### src/rtl/multicycle_controller_pkg.sv
// Shared encodings for the multi-cycle MIPS-Lite controller: states, opcodes,
// datapath select codes and the decoded-instruction record.
package multicycle_controller_pkg;

  typedef enum logic [3:0] {
    S_RST = 4'd0, S_FETCH = 4'd1, S_DECODE = 4'd2, S_EXE = 4'd3,
    S_ALUWB = 4'd4, S_MA = 4'd5, S_MR = 4'd6, S_MWB = 4'd7,
    S_MW = 4'd8, S_BR = 4'd9, S_JMP = 4'd10
  } state_t;

  localparam logic [5:0] OP_RTYPE = 6'b000000;
  localparam logic [5:0] OP_ORI   = 6'b001101;
  localparam logic [5:0] OP_LUI   = 6'b001111;
  localparam logic [5:0] OP_ADDI  = 6'b001000;
  localparam logic [5:0] OP_ADDIU = 6'b001001;
  localparam logic [5:0] OP_SLTI  = 6'b001010;
  localparam logic [5:0] OP_BEQ   = 6'b000100;
  localparam logic [5:0] OP_J     = 6'b000010;
  localparam logic [5:0] OP_JAL   = 6'b000011;
  localparam logic [5:0] OP_LW    = 6'b100011;
  localparam logic [5:0] OP_SW    = 6'b101011;
  localparam logic [5:0] OP_LB    = 6'b100000;
  localparam logic [5:0] OP_LBU   = 6'b100100;
  localparam logic [5:0] OP_LH    = 6'b100001;
  localparam logic [5:0] OP_LHU   = 6'b100101;
  localparam logic [5:0] OP_SB    = 6'b101000;
  localparam logic [5:0] OP_SH    = 6'b101001;

  localparam logic [5:0] FN_ADDU = 6'b100001;
  localparam logic [5:0] FN_SUBU = 6'b100011;
  localparam logic [5:0] FN_SLT  = 6'b101010;
  localparam logic [5:0] FN_JR   = 6'b001000;

  localparam logic [2:0] ALU_NONE = 3'b000;
  localparam logic [2:0] ALU_OR   = 3'b001;
  localparam logic [2:0] ALU_SUB  = 3'b010;
  localparam logic [2:0] ALU_ADD  = 3'b011;
  localparam logic [2:0] ALU_SLT  = 3'b100;
  localparam logic [2:0] ALU_LUI  = 3'b101;

  localparam logic [1:0] NPC_SEQ = 2'b00;
  localparam logic [1:0] NPC_BR  = 2'b01;
  localparam logic [1:0] NPC_JMP = 2'b10;
  localparam logic [1:0] NPC_JR  = 2'b11;

  localparam logic [1:0] M2R_ALU = 2'b00;
  localparam logic [1:0] M2R_MEM = 2'b01;
  localparam logic [1:0] M2R_PC4 = 2'b10;

  localparam logic [1:0] RD_RT  = 2'b00;
  localparam logic [1:0] RD_RD  = 2'b01;
  localparam logic [1:0] RD_R31 = 2'b10;

  // BE_sel bits: [0] byte, [1] half, [2] sign-extend
  localparam logic [2:0] BE_WORD = 3'b000;
  localparam logic [2:0] BE_LB   = 3'b101;
  localparam logic [2:0] BE_LBU  = 3'b001;
  localparam logic [2:0] BE_LH   = 3'b110;
  localparam logic [2:0] BE_LHU  = 3'b010;
  localparam logic [2:0] BE_SB   = 3'b001;
  localparam logic [2:0] BE_SH   = 3'b010;

  typedef enum logic [2:0] {
    C_ALU, C_LOAD, C_STORE, C_BEQ, C_JMP, C_ILL
  } iclass_t;

  typedef struct packed {
    iclass_t    cls;
    logic       rtype;
    logic       addi;
    logic       jal;
    logic       jr;
    logic       alusrc;
    logic [2:0] aluop;
    logic [2:0] be_sel;
    logic       extop;
  } dec_t;

  function automatic logic [2:0] be_code(input logic [5:0] op);
    case (op)
      OP_LB:   return BE_LB;
      OP_LBU:  return BE_LBU;
      OP_LH:   return BE_LH;
      OP_LHU:  return BE_LHU;
      OP_SB:   return BE_SB;
      OP_SH:   return BE_SH;
      default: return BE_WORD;
    endcase
  endfunction

endpackage

### src/rtl/multicycle_controller_decode.sv
// Combinational IR decode: op/func to instruction class plus the controls
// that stay constant for the whole instruction.
module mc_decode
  import multicycle_controller_pkg::*;
#(
  parameter bit HAS_BYTE_OPS = 1'b1
) (
  input  logic [5:0] op,
  input  logic [5:0] func,
  output dec_t       dec
);

  always_comb begin
    dec     = '0;
    dec.cls = C_ILL;
    case (op)
      OP_RTYPE:
        case (func)
          FN_ADDU: begin dec.cls = C_ALU; dec.rtype = 1'b1; dec.aluop = ALU_ADD; end
          FN_SUBU: begin dec.cls = C_ALU; dec.rtype = 1'b1; dec.aluop = ALU_SUB; end
          FN_SLT:  begin dec.cls = C_ALU; dec.rtype = 1'b1; dec.aluop = ALU_SLT; end
          FN_JR:   begin dec.cls = C_JMP; dec.jr = 1'b1; end
          default: ;
        endcase
      OP_ORI:   begin dec.cls = C_ALU; dec.alusrc = 1'b1; dec.aluop = ALU_OR; end
      OP_LUI:   begin dec.cls = C_ALU; dec.alusrc = 1'b1; dec.aluop = ALU_LUI; dec.extop = 1'b1; end
      OP_ADDI:  begin dec.cls = C_ALU; dec.alusrc = 1'b1; dec.aluop = ALU_ADD; dec.addi = 1'b1; end
      OP_ADDIU: begin dec.cls = C_ALU; dec.alusrc = 1'b1; dec.aluop = ALU_ADD; end
      OP_SLTI:  begin dec.cls = C_ALU; dec.alusrc = 1'b1; dec.aluop = ALU_SLT; end
      OP_LW:    begin dec.cls = C_LOAD;  dec.alusrc = 1'b1; dec.aluop = ALU_ADD; end
      OP_SW:    begin dec.cls = C_STORE; dec.alusrc = 1'b1; dec.aluop = ALU_ADD; end
      OP_LB, OP_LBU, OP_LH, OP_LHU:
        if (HAS_BYTE_OPS) begin
          dec.cls = C_LOAD; dec.alusrc = 1'b1; dec.aluop = ALU_ADD; dec.be_sel = be_code(op);
        end
      OP_SB, OP_SH:
        if (HAS_BYTE_OPS) begin
          dec.cls = C_STORE; dec.alusrc = 1'b1; dec.aluop = ALU_ADD; dec.be_sel = be_code(op);
        end
      OP_BEQ:   begin dec.cls = C_BEQ; dec.aluop = ALU_SUB; end
      OP_J:     dec.cls = C_JMP;
      OP_JAL:   begin dec.cls = C_JMP; dec.jal = 1'b1; end
      default:  ;
    endcase
  end

endmodule

### src/rtl/multicycle_controller.sv
// Multi-cycle MIPS-Lite control FSM with memory ready handshake and a
// per-wait-state watchdog that aborts stalled fetches and data accesses.
module multicycle_controller
  import multicycle_controller_pkg::*;
#(
  parameter int unsigned TIMEOUT_CYCLES = 16,
  parameter bit          HAS_BYTE_OPS   = 1'b1
) (
  input  logic       clk,
  input  logic       rst_n,
  input  logic [5:0] op,
  input  logic [5:0] func,
  input  logic       zero,
  input  logic       overflow,
  input  logic       imem_ready,
  input  logic       dmem_ready,
  output logic       imem_req,
  output logic       dmem_req,
  output logic       PCWr,
  output logic       IRWr,
  output logic [1:0] Regdst,
  output logic       Alusrc,
  output logic       Memwrite,
  output logic [1:0] Memtoreg,
  output logic [2:0] BE_sel,
  output logic       Regwrite,
  output logic [1:0] nPC_sel,
  output logic       Extop,
  output logic [2:0] Aluop,
  output logic       illegal_instr,
  output logic       bus_err,
  output logic [3:0] state
);

  localparam logic [7:0] WD_LAST = 8'(TIMEOUT_CYCLES - 1);

  state_t     cur, nxt;
  dec_t       dec;
  logic [7:0] wd_cnt;
  logic       waiting, ready, timeout;

  mc_decode #(.HAS_BYTE_OPS(HAS_BYTE_OPS)) u_dec (.op(op), .func(func), .dec(dec));

  // A ready arriving on the last allowed cycle still completes the access.
  always_comb begin
    waiting = (cur == S_FETCH) || (cur == S_MR) || (cur == S_MW);
    ready   = (cur == S_FETCH) ? imem_ready : dmem_ready;
    timeout = waiting && !ready && (wd_cnt == WD_LAST);
  end

  always_ff @(posedge clk or negedge rst_n) begin
    if (!rst_n) cur <= S_RST;
    else        cur <= nxt;
  end

  // Counter restarts on every state change and on a FETCH->FETCH timeout retry.
  always_ff @(posedge clk or negedge rst_n) begin
    if (!rst_n)                      wd_cnt <= '0;
    else if (nxt != cur || timeout)  wd_cnt <= '0;
    else if (waiting)                wd_cnt <= wd_cnt + 8'd1;
  end

  always_comb begin
    nxt = S_FETCH;
    case (cur)
      S_RST:    nxt = S_FETCH;
      S_FETCH:  nxt = imem_ready ? S_DECODE : S_FETCH;
      S_DECODE:
        case (dec.cls)
          C_ALU:            nxt = S_EXE;
          C_LOAD, C_STORE:  nxt = S_MA;
          C_BEQ:            nxt = S_BR;
          C_JMP:            nxt = S_JMP;
          default:          nxt = S_FETCH;
        endcase
      S_EXE:    nxt = S_ALUWB;
      S_MA:     nxt = (dec.cls == C_LOAD) ? S_MR : S_MW;
      S_MR:     nxt = dmem_ready ? S_MWB : (timeout ? S_FETCH : S_MR);
      S_MW:     nxt = (dmem_ready || timeout) ? S_FETCH : S_MW;
      default:  nxt = S_FETCH;
    endcase
  end

  always_comb begin
    imem_req = 1'b0; dmem_req = 1'b0; PCWr = 1'b0; IRWr = 1'b0;
    Regdst = RD_RT; Alusrc = 1'b0; Memwrite = 1'b0; Memtoreg = M2R_ALU;
    BE_sel = BE_WORD; Regwrite = 1'b0; nPC_sel = NPC_SEQ; Extop = 1'b0;
    Aluop = ALU_NONE; illegal_instr = 1'b0;
    case (cur)
      S_FETCH: begin
        imem_req = 1'b1;
        if (imem_ready) begin IRWr = 1'b1; PCWr = 1'b1; nPC_sel = NPC_SEQ; end
      end
      S_DECODE: illegal_instr = (dec.cls == C_ILL);
      S_EXE: begin
        Alusrc = dec.alusrc; Aluop = dec.aluop; Extop = dec.extop;
      end
      // ALU stays driven so overflow is live for the addi write suppression.
      S_ALUWB: begin
        Alusrc   = dec.alusrc; Aluop = dec.aluop; Extop = dec.extop;
        Regwrite = !(dec.addi && overflow);
        Regdst   = dec.rtype ? RD_RD : RD_RT;
      end
      S_MA: begin Alusrc = 1'b1; Aluop = ALU_ADD; end
      S_MR: begin dmem_req = 1'b1; BE_sel = dec.be_sel; end
      S_MWB: begin Regwrite = 1'b1; Memtoreg = M2R_MEM; Regdst = RD_RT; end
      S_MW: begin dmem_req = 1'b1; Memwrite = 1'b1; BE_sel = dec.be_sel; end
      S_BR: begin Aluop = ALU_SUB; nPC_sel = NPC_BR; PCWr = zero; end
      S_JMP: begin
        PCWr    = 1'b1;
        nPC_sel = dec.jr ? NPC_JR : NPC_JMP;
        if (dec.jal) begin Regwrite = 1'b1; Regdst = RD_R31; Memtoreg = M2R_PC4; end
      end
      default: ;
    endcase
  end

  assign bus_err = timeout;
  assign state   = cur;

endmodule

### config.mk
export PLATFORM = sky130hd
export DESIGN_NAME = multicycle_controller
export DESIGN_NICKNAME = d
export VERILOG_FILES = /design/src/rtl/multicycle_controller_pkg.sv /design/src/rtl/multicycle_controller_decode.sv /design/src/rtl/multicycle_controller.sv
export SDC_FILE = /design/constraint.sdc
export NUM_CORES = 1
export LEC_CHECK = 0
export ABC_AREA = 1
export ABC_CLOCK_PERIOD_IN_PS = 1820
export BUFFER_PORTS_ARGS = -buffer_cell sky130_fd_sc_hd__buf_2
export CAP_MARGIN = 40
export CORE_MARGIN = 8
export CORE_UTILIZATION = 28
export DETAILED_ROUTE_END_ITERATION = 10
export PLACE_DENSITY = 0.57
export SLEW_MARGIN = 20
export SYNTH_ARGS = -nofsm -noshare
export SYNTH_HDL_FRONTEND = slang
export SYNTH_SLANG_ARGS = --single-unit
### constraint.sdc
create_clock -name clk -period 1.82 [get_ports clk]
set_input_delay 0.091 -clock clk [delete_from_list [all_inputs] [get_ports clk]]
set_output_delay 0.091 -clock clk [all_outputs]
set_load 0.01 [all_outputs]
; ---- After elaboration in Yosys (flattened, before gate mapping)
; Index checks and enable logic that the tools add are counted.
[totals]
regBits = 12
latchBits = 0
mem_bits_rw = 0
rom_bits = 0
input_bits = 18
output_inout_bits = 26
word_cells = 108
memories = 0
[classes]
add_sub_neg = 1
multipliers = 0
n_div = 0
n_lt_le_gt_ge = 0
eq_ne = 37
shift = 0
n_mux = 43
n_bitwise = 0
n_reduce_logical = 25
[ops]
columns = operator, n
row1 = "equality test 6 bit, second input constant", 11
row2 = "equality test 6 x 4 -> 1 bit, second input constant", 6
row3 = one-hot mux 3 bit (6 select lines), 2
row4 = one-hot mux 4 bit (6 select lines), 1
row5 = two-way mux 1 bit, 19
row6 = one-hot mux 3 bit (3 select lines), 2
row7 = "equality test 4 x 3 -> 1 bit, second input constant", 4
row8 = two-way mux 8 bit, 2
row9 = one-hot mux 4 bit (4 select lines), 1
row10 = OR reduction 13 bit, 1
row11 = "equality test 4 bit, second input constant", 3
row12 = "equality test 6 x 2 -> 1 bit, second input constant", 2
row13 = two-way mux 3 bit, 4
row14 = one-hot mux 2 bit (2 select lines), 3
row15 = one-hot mux 3 bit (4 select lines), 1
row16 = OR reduction 2 bit, 6
row17 = OR reduction 10 bit, 1
row18 = OR reduction 5 bit, 2
row19 = "adder 8 x 1 -> 8 bit, second input constant", 1
row20 = "equality test 4 x 2 -> 1 bit, second input constant", 2
row21 = "equality test 8 x 4 -> 1 bit, second input constant", 1
row22 = two-way mux 4 bit, 2
row23 = "equality test 3 x 2 -> 1 bit, second input constant", 2
row24 = "equality test 3 bit, second input constant", 2
row25 = other kinds (16), 25

; ---- Longest topological paths before layout
[logic_depth]
depth_word = 11
depth_mapped = 16
mapped_depth_nobuf = 16

; ---- By module
; A second synthesis with hierarchy kept.
[unflattened]
hier_cells = 230
area_unflattened_um2 = 1425.1
[modules_own_cells]
columns = mod, n_inst, cells_each, area_per_inst_um2, seq_area_each_um2
row1 = multicycle_controller, 1, 149, 1042.2, 300.3
row2 = mc_decode, 1, 81, 382.9, 0.0

; ---- Worst setup path after synthesis
; Ideal clock, no wire load.
[synth_path]
path_type = register to register
startpoint = reg cur[1], in the netlist state[1]
endpoint = reg wd_cnt[0]
setup_ns = 0.070
t_arrival_ns = 1.698
required_ns = 1.750
setup_slack_ns = 0.053
stages_incl_launch_ff = 17
n_path_buf = 0
synth_period_minus_slack_ns = 1.767
path_cell_list = dfrtp_1 inv_2 nand2_2 nor2_4 nand2_4 nand2_2 inv_2 nand3_2 nand2_1 nand2_1 and2_1 nand2_1 nand2_1 nand3_1 nor2_2 nand2_4 nor2_2
[synth_via]
elab_chain_cells = 11
word_cells_on_any_way = 21
cone_classes = eq/ne (7) / mux (6) / reduce/logical (8)
[synth_lines]
columns = item, line_no
row1 = from (decl), multicycle_controller.sv:37  ; state_t cur, nxt;
row2 = from (signal assigned), multicycle_controller.sv:53  ; else cur <= nxt;
row3 = equality test 4 x 1 -> 1 bit or equality test 4 x 3 -> 1 bit (tied branches), "multicycle_controller.sv:46, multicycle_controller.sv:47, multicycle_controller.sv:65"
row4 = two-way mux 1 bit or logical OR 1 bit (tied branches), "multicycle_controller.sv:47, multicycle_controller.sv:46"
row5 = logical NOT 1 bit or logical OR 1 bit (tied branches), "multicycle_controller.sv:48, multicycle_controller.sv:46"
row6 = logical AND 1 bit (2 in a row), multicycle_controller.sv:48  ; timeout = waiting && !ready && (wd_cnt == WD_LAST);
row7 = two-way mux 3 bit or logical OR 1 bit (tied branches), "multicycle_controller.sv:78, multicycle_controller.sv:79"
row8 = two-way mux 3 bit or two-way mux 4 bit (tied branches), "multicycle_controller.sv:78, multicycle_controller.sv:79"
row9 = one-hot mux 4 bit (6 select lines) *, multicycle_controller.sv:65  ; case (cur)
row10 = net nxt[0], multicycle_controller.sv:37
row11 = inequality test 4 bit *, multicycle_controller.sv:59  ; else if (nxt != cur || timeout) wd_cnt <= '0;
row12 = logical OR 1 bit *, multicycle_controller.sv:59
row13 = two-way mux 8 bit or nonzero test 2 bit (tied branches), --
row14 = to (signal assigned), multicycle_controller.sv:60  ; else if (waiting) wd_cnt <= wd_cnt + 8'd1;
row15 = to (decl), multicycle_controller.sv:39  ; logic [7:0] wd_cnt;
; The timed path passes the listed nets; every way through them passes the cells marked *.
; A chain may end at the register's enable or synchronous reset.

; ---- Worst setup path in the final report
[layout_path]
startpoint = reg cur[1], in the netlist state[1]
endpoint = reg wd_cnt[5]
[layout_via]
elab_chain_cells = 11
word_cells_on_any_way = 21
cone_classes = eq/ne (7) / mux (6) / reduce/logical (8)
[layout_lines]
columns = item, line_no
row1 = equality test 4 x 1 -> 1 bit or equality test 4 x 3 -> 1 bit (tied branches), "multicycle_controller.sv:46, multicycle_controller.sv:47, multicycle_controller.sv:65"
row2 = two-way mux 1 bit or logical OR 1 bit (tied branches), "multicycle_controller.sv:47, multicycle_controller.sv:46"
row3 = logical NOT 1 bit or logical OR 1 bit (tied branches), "multicycle_controller.sv:48, multicycle_controller.sv:46"
row4 = logical AND 1 bit (2 in a row), multicycle_controller.sv:48
row5 = two-way mux 3 bit or logical OR 1 bit (tied branches), "multicycle_controller.sv:78, multicycle_controller.sv:79"
row6 = two-way mux 3 bit or two-way mux 4 bit (tied branches), "multicycle_controller.sv:78, multicycle_controller.sv:79"
row7 = one-hot mux 4 bit (6 select lines), multicycle_controller.sv:65
row8 = inequality test 4 bit, multicycle_controller.sv:59
row9 = logical OR 1 bit, multicycle_controller.sv:59
row10 = two-way mux 8 bit or nonzero test 2 bit (tied branches), --
; Several ways; a longest one is shown, not always the timed one.

==> flow_summary.json <==
{
  "setup_ws_ns": -0.09089,
  "io_pins": 44,
  "clock_skew_ns": 0.006294,
  "crit_chain": "inv_2 -> nand2_2 -> nor2_1 -> inv_1 -> buf_4 -> nor2_1 -> a21oi_2 -> nand3_1 -> nand3_2 -> nor2_4 -> nand2_4 -> nor2_2",
  "final_common_cell": "buf_2",
  "clkTransAtPathRegs_ns": 0.05,
  "coreArea_um2": 4692,
  "die_w_um": 85.63,
  "cp-end-kind": "register",
  "ys.flop_type": "dfrtp_1",
  "root_buffer": "clkbuf_8",
  "portBuffers": 43,
  "fin_util": 0.4301,
  "cp_max_fo": 8,
  "drt-pass1-iter-count": 4,
  "antenna_found_initial": 0,
  "numClockSinks": 12,
  "dp_cells": 339,
  "cts_tree": "yes",
  "cpPeakStageDelay_ns": 0.38,
  "slew_viol_final": 0,
  "slowest_stage": "dfrtp_1",
  "drcViolationCount": 0,
  "grt_pass1_vias": 1512,
  "grt_pass1_wl_um": 6575,
  "synthToLayoutAreaGrowth_pct": 48.66,
  "syn_nets": 239,
  "grtUsageTotal": 0.1079,
  "failed_checks": "setup timing",
  "cp.required_ns": 1.99,
  "finalCritPeriodShare": 1.050,
  "clock_power_share": 0.088,
  "clockBufferDepth": 2,
  "n_antenna_cell": 0,
  "clock_latency_ns": 0.24,
  "worstRegToRegCells": 12,
  "finalSetupViolations": 8,
  "dieHeight_um": 85.63,
  "gp_congestion": 0.8382,
  "max_freq_mhz": 523.3,
  "synthCells": 220,
  "whs_ns": 0.2587,
  "avgSynthCellArea_um2": 6.171,
  "drt-vias-per-instance": 4.611,
  "synth_edf_count": 0,
  "intPower_w": 0.001423,
  "p_per_area_nw_per_um2": 1329,
  "crit_arrival_ns": 2.08,
  "drt_iter0_drc": 99,
  "hold_violations": 0,
  "finalNonFillerCells": 352,
  "startpoint_type": "register",
  "crit_top_cell": "nor2_1",
  "vias": 1623,
  "dieArea_um2": 7333,
  "rsz0062_at_grt": "true",
  "synthTopCellsByArea": "dfrtp_1, nand2_1, inv_1",
  "yosysTopAreaCellShare": 0.2212,
  "min_period_ns": 1.911,
  "cts_buffers": 3,
  "yosysWarnings": 0,
  "p_sw_frac": 0.4693,
  "power.switching_w": 0.001258,
  "yosysUniqueCellTypes": 29,
  "htreeDepth": 1,
  "r2r-end": "wd_cnt[5]",
  "wirelength_um": 4124,
  "rows": 25,
  "mostFrequentLayoutCells": "buf_2, inv_1, nand2_1",
  "status": "finished with violations",
  "cap_violations": 0,
  "p_seq_frac": 0.144,
  "netlist_area_um2": 1358,
  "place_hpwl_um": 3425,
  "ir_worst_vdd_v": 0.0003904,
  "r2r_slack_ns": -0.09,
  "initial_core_util": 0.2893,
  "postRouteAntennaNets": 0,
  "path_class": "register to register",
  "wl_per_cell_um": 11.72,
  "grt_overflow_total": 0,
  "reg2reg_from": "state[1]",
  "ys_seq_area_frac": 0.2212,
  "maxSlewHeadroom": 0.7950,
  "tightest_slew_ns": 0.3052,
  "grt_max_degree": 13,
  "async_flop_share": 1.000,
  "fin_nets": 319,
  "layout-drive-gt1-share": 0.4732,
  "synth_top_area_cell": "dfrtp_1",
  "p_leak_nw": 1.166,
  "hold_class": "input port to async pin",
  "power_frac_comb": 0.768,
  "fillCellCount": 501,
  "ys_ff_latch": 12
}
[timing repair]
item / 4_1_cts / 5_1_grt
setup endpoints to repair: 13 / 16
hold buffers: 1 / 0
hold endpoints to repair: 12 / 0
pin swaps: 3 / 14
resized for setup: 8 / 20
buffers inserted: 5 / 4
[per-layer routing]
metal,part of all wire,vias to the layer above,GRT usage
li1,-,850,-
met1,0.47,745,0.1391
met2,0.49,26,0.1848
met3,0.030,2,0.01719
met4,0.0022,0,0.01911
met5,0,-,0
[flip-flops by register name, summed over array words and instances, names as in the netlist]
register / flops
wd_cnt: 8
state: 4
[cells in the mapped netlist, types with 2 or more instances]
cell type	instances
a21oi_2	2
nand3_1	24
dfrtp_1	12
nand2_2	4
nand4_1	8
a21oi_1	3
nand2_4	3
inv_1	40
xnor2_1	2
nor2_1	28
nor2_4	4
xor2_1	2
nand2_1	41
inv_2	6
nor3_1	6
nand3_2	5
nor2_2	14
o21ai_0	4
and2_1	2
[power by group through the flow]
stage	Combinational (W)	Sequential, W	Clock (W)
2_1_floorplan	0.000926	0.000402	0
3_3_place_gp	0.00163	0.000384	0
3_5_place_dp	0.00164	0.000386	0
4_1_cts	0.00181	0.000384	0.000241
5_1_grt	0.00225	0.000393	0.000259
6_report	0.00206	0.000386	0.000236
[cell type report]
type	count	area, um^2	area share
clock buffer	3	41.29	0.02046
inverter	46	172.7	0.08555
multi-input combinational	160	962.2	0.4768
sequential	12	301.5	0.1494
tap	54	67.56	0.03348
timing repair buffer	77	473.0	0.2343
[worst max-delay path: cells and delay by family (launching register included)]
| family | cells | cell delay, ns |
|---|---|---|
| AOI/OAI and AO/OA | 1 | 0.08 |
| DFF | 1 | 0.38 |
| buffers and inverters | 3 | 0.38 |
| and+or+nand+nor | 8 | 0.99 |
[logic make-up after synthesis]
kind of cell             synth area share
adder cells (fa/ha/maj)          0.009215
buffers and inverters              0.1410
flip-flops                         0.2212
XOR/XNOR                          0.02581
AND/OR/NAND/NOR                    0.5355
AO/OA/AOI/OAI                     0.06728
[metrics by stage]
step                area (um^2)  worst slack (ns)  total power [W]  setup TNS, ns
finish                     2018          -0.09089         0.002681        -0.5606
global route               2018           -0.2121         0.002899         -2.099
CTS                        1912          -0.05695         0.002439        -0.4142
detailed placement         1802          -0.07119         0.002022        -0.5437
global placement           1802          -0.09204         0.002011        -0.7295
floorplan                  1358           0.05264         0.001328              0
[worst max path at each step]
stage,startpoint,to,slack [ns],cells past startpoint
after global routing,state[2],wd_cnt[3],-0.21,16
after global placement,state[3],wd_cnt[7],-0.09,13
after floorplan,state[1],wd_cnt[0],0.05,16
after detailed placement,state[3],wd_cnt[3],-0.07,13
final,state[1],wd_cnt[5],-0.09,12
after CTS,state[3],wd_cnt[3],-0.06,13
Note: power is estimated with default switching activity, not from simulation.
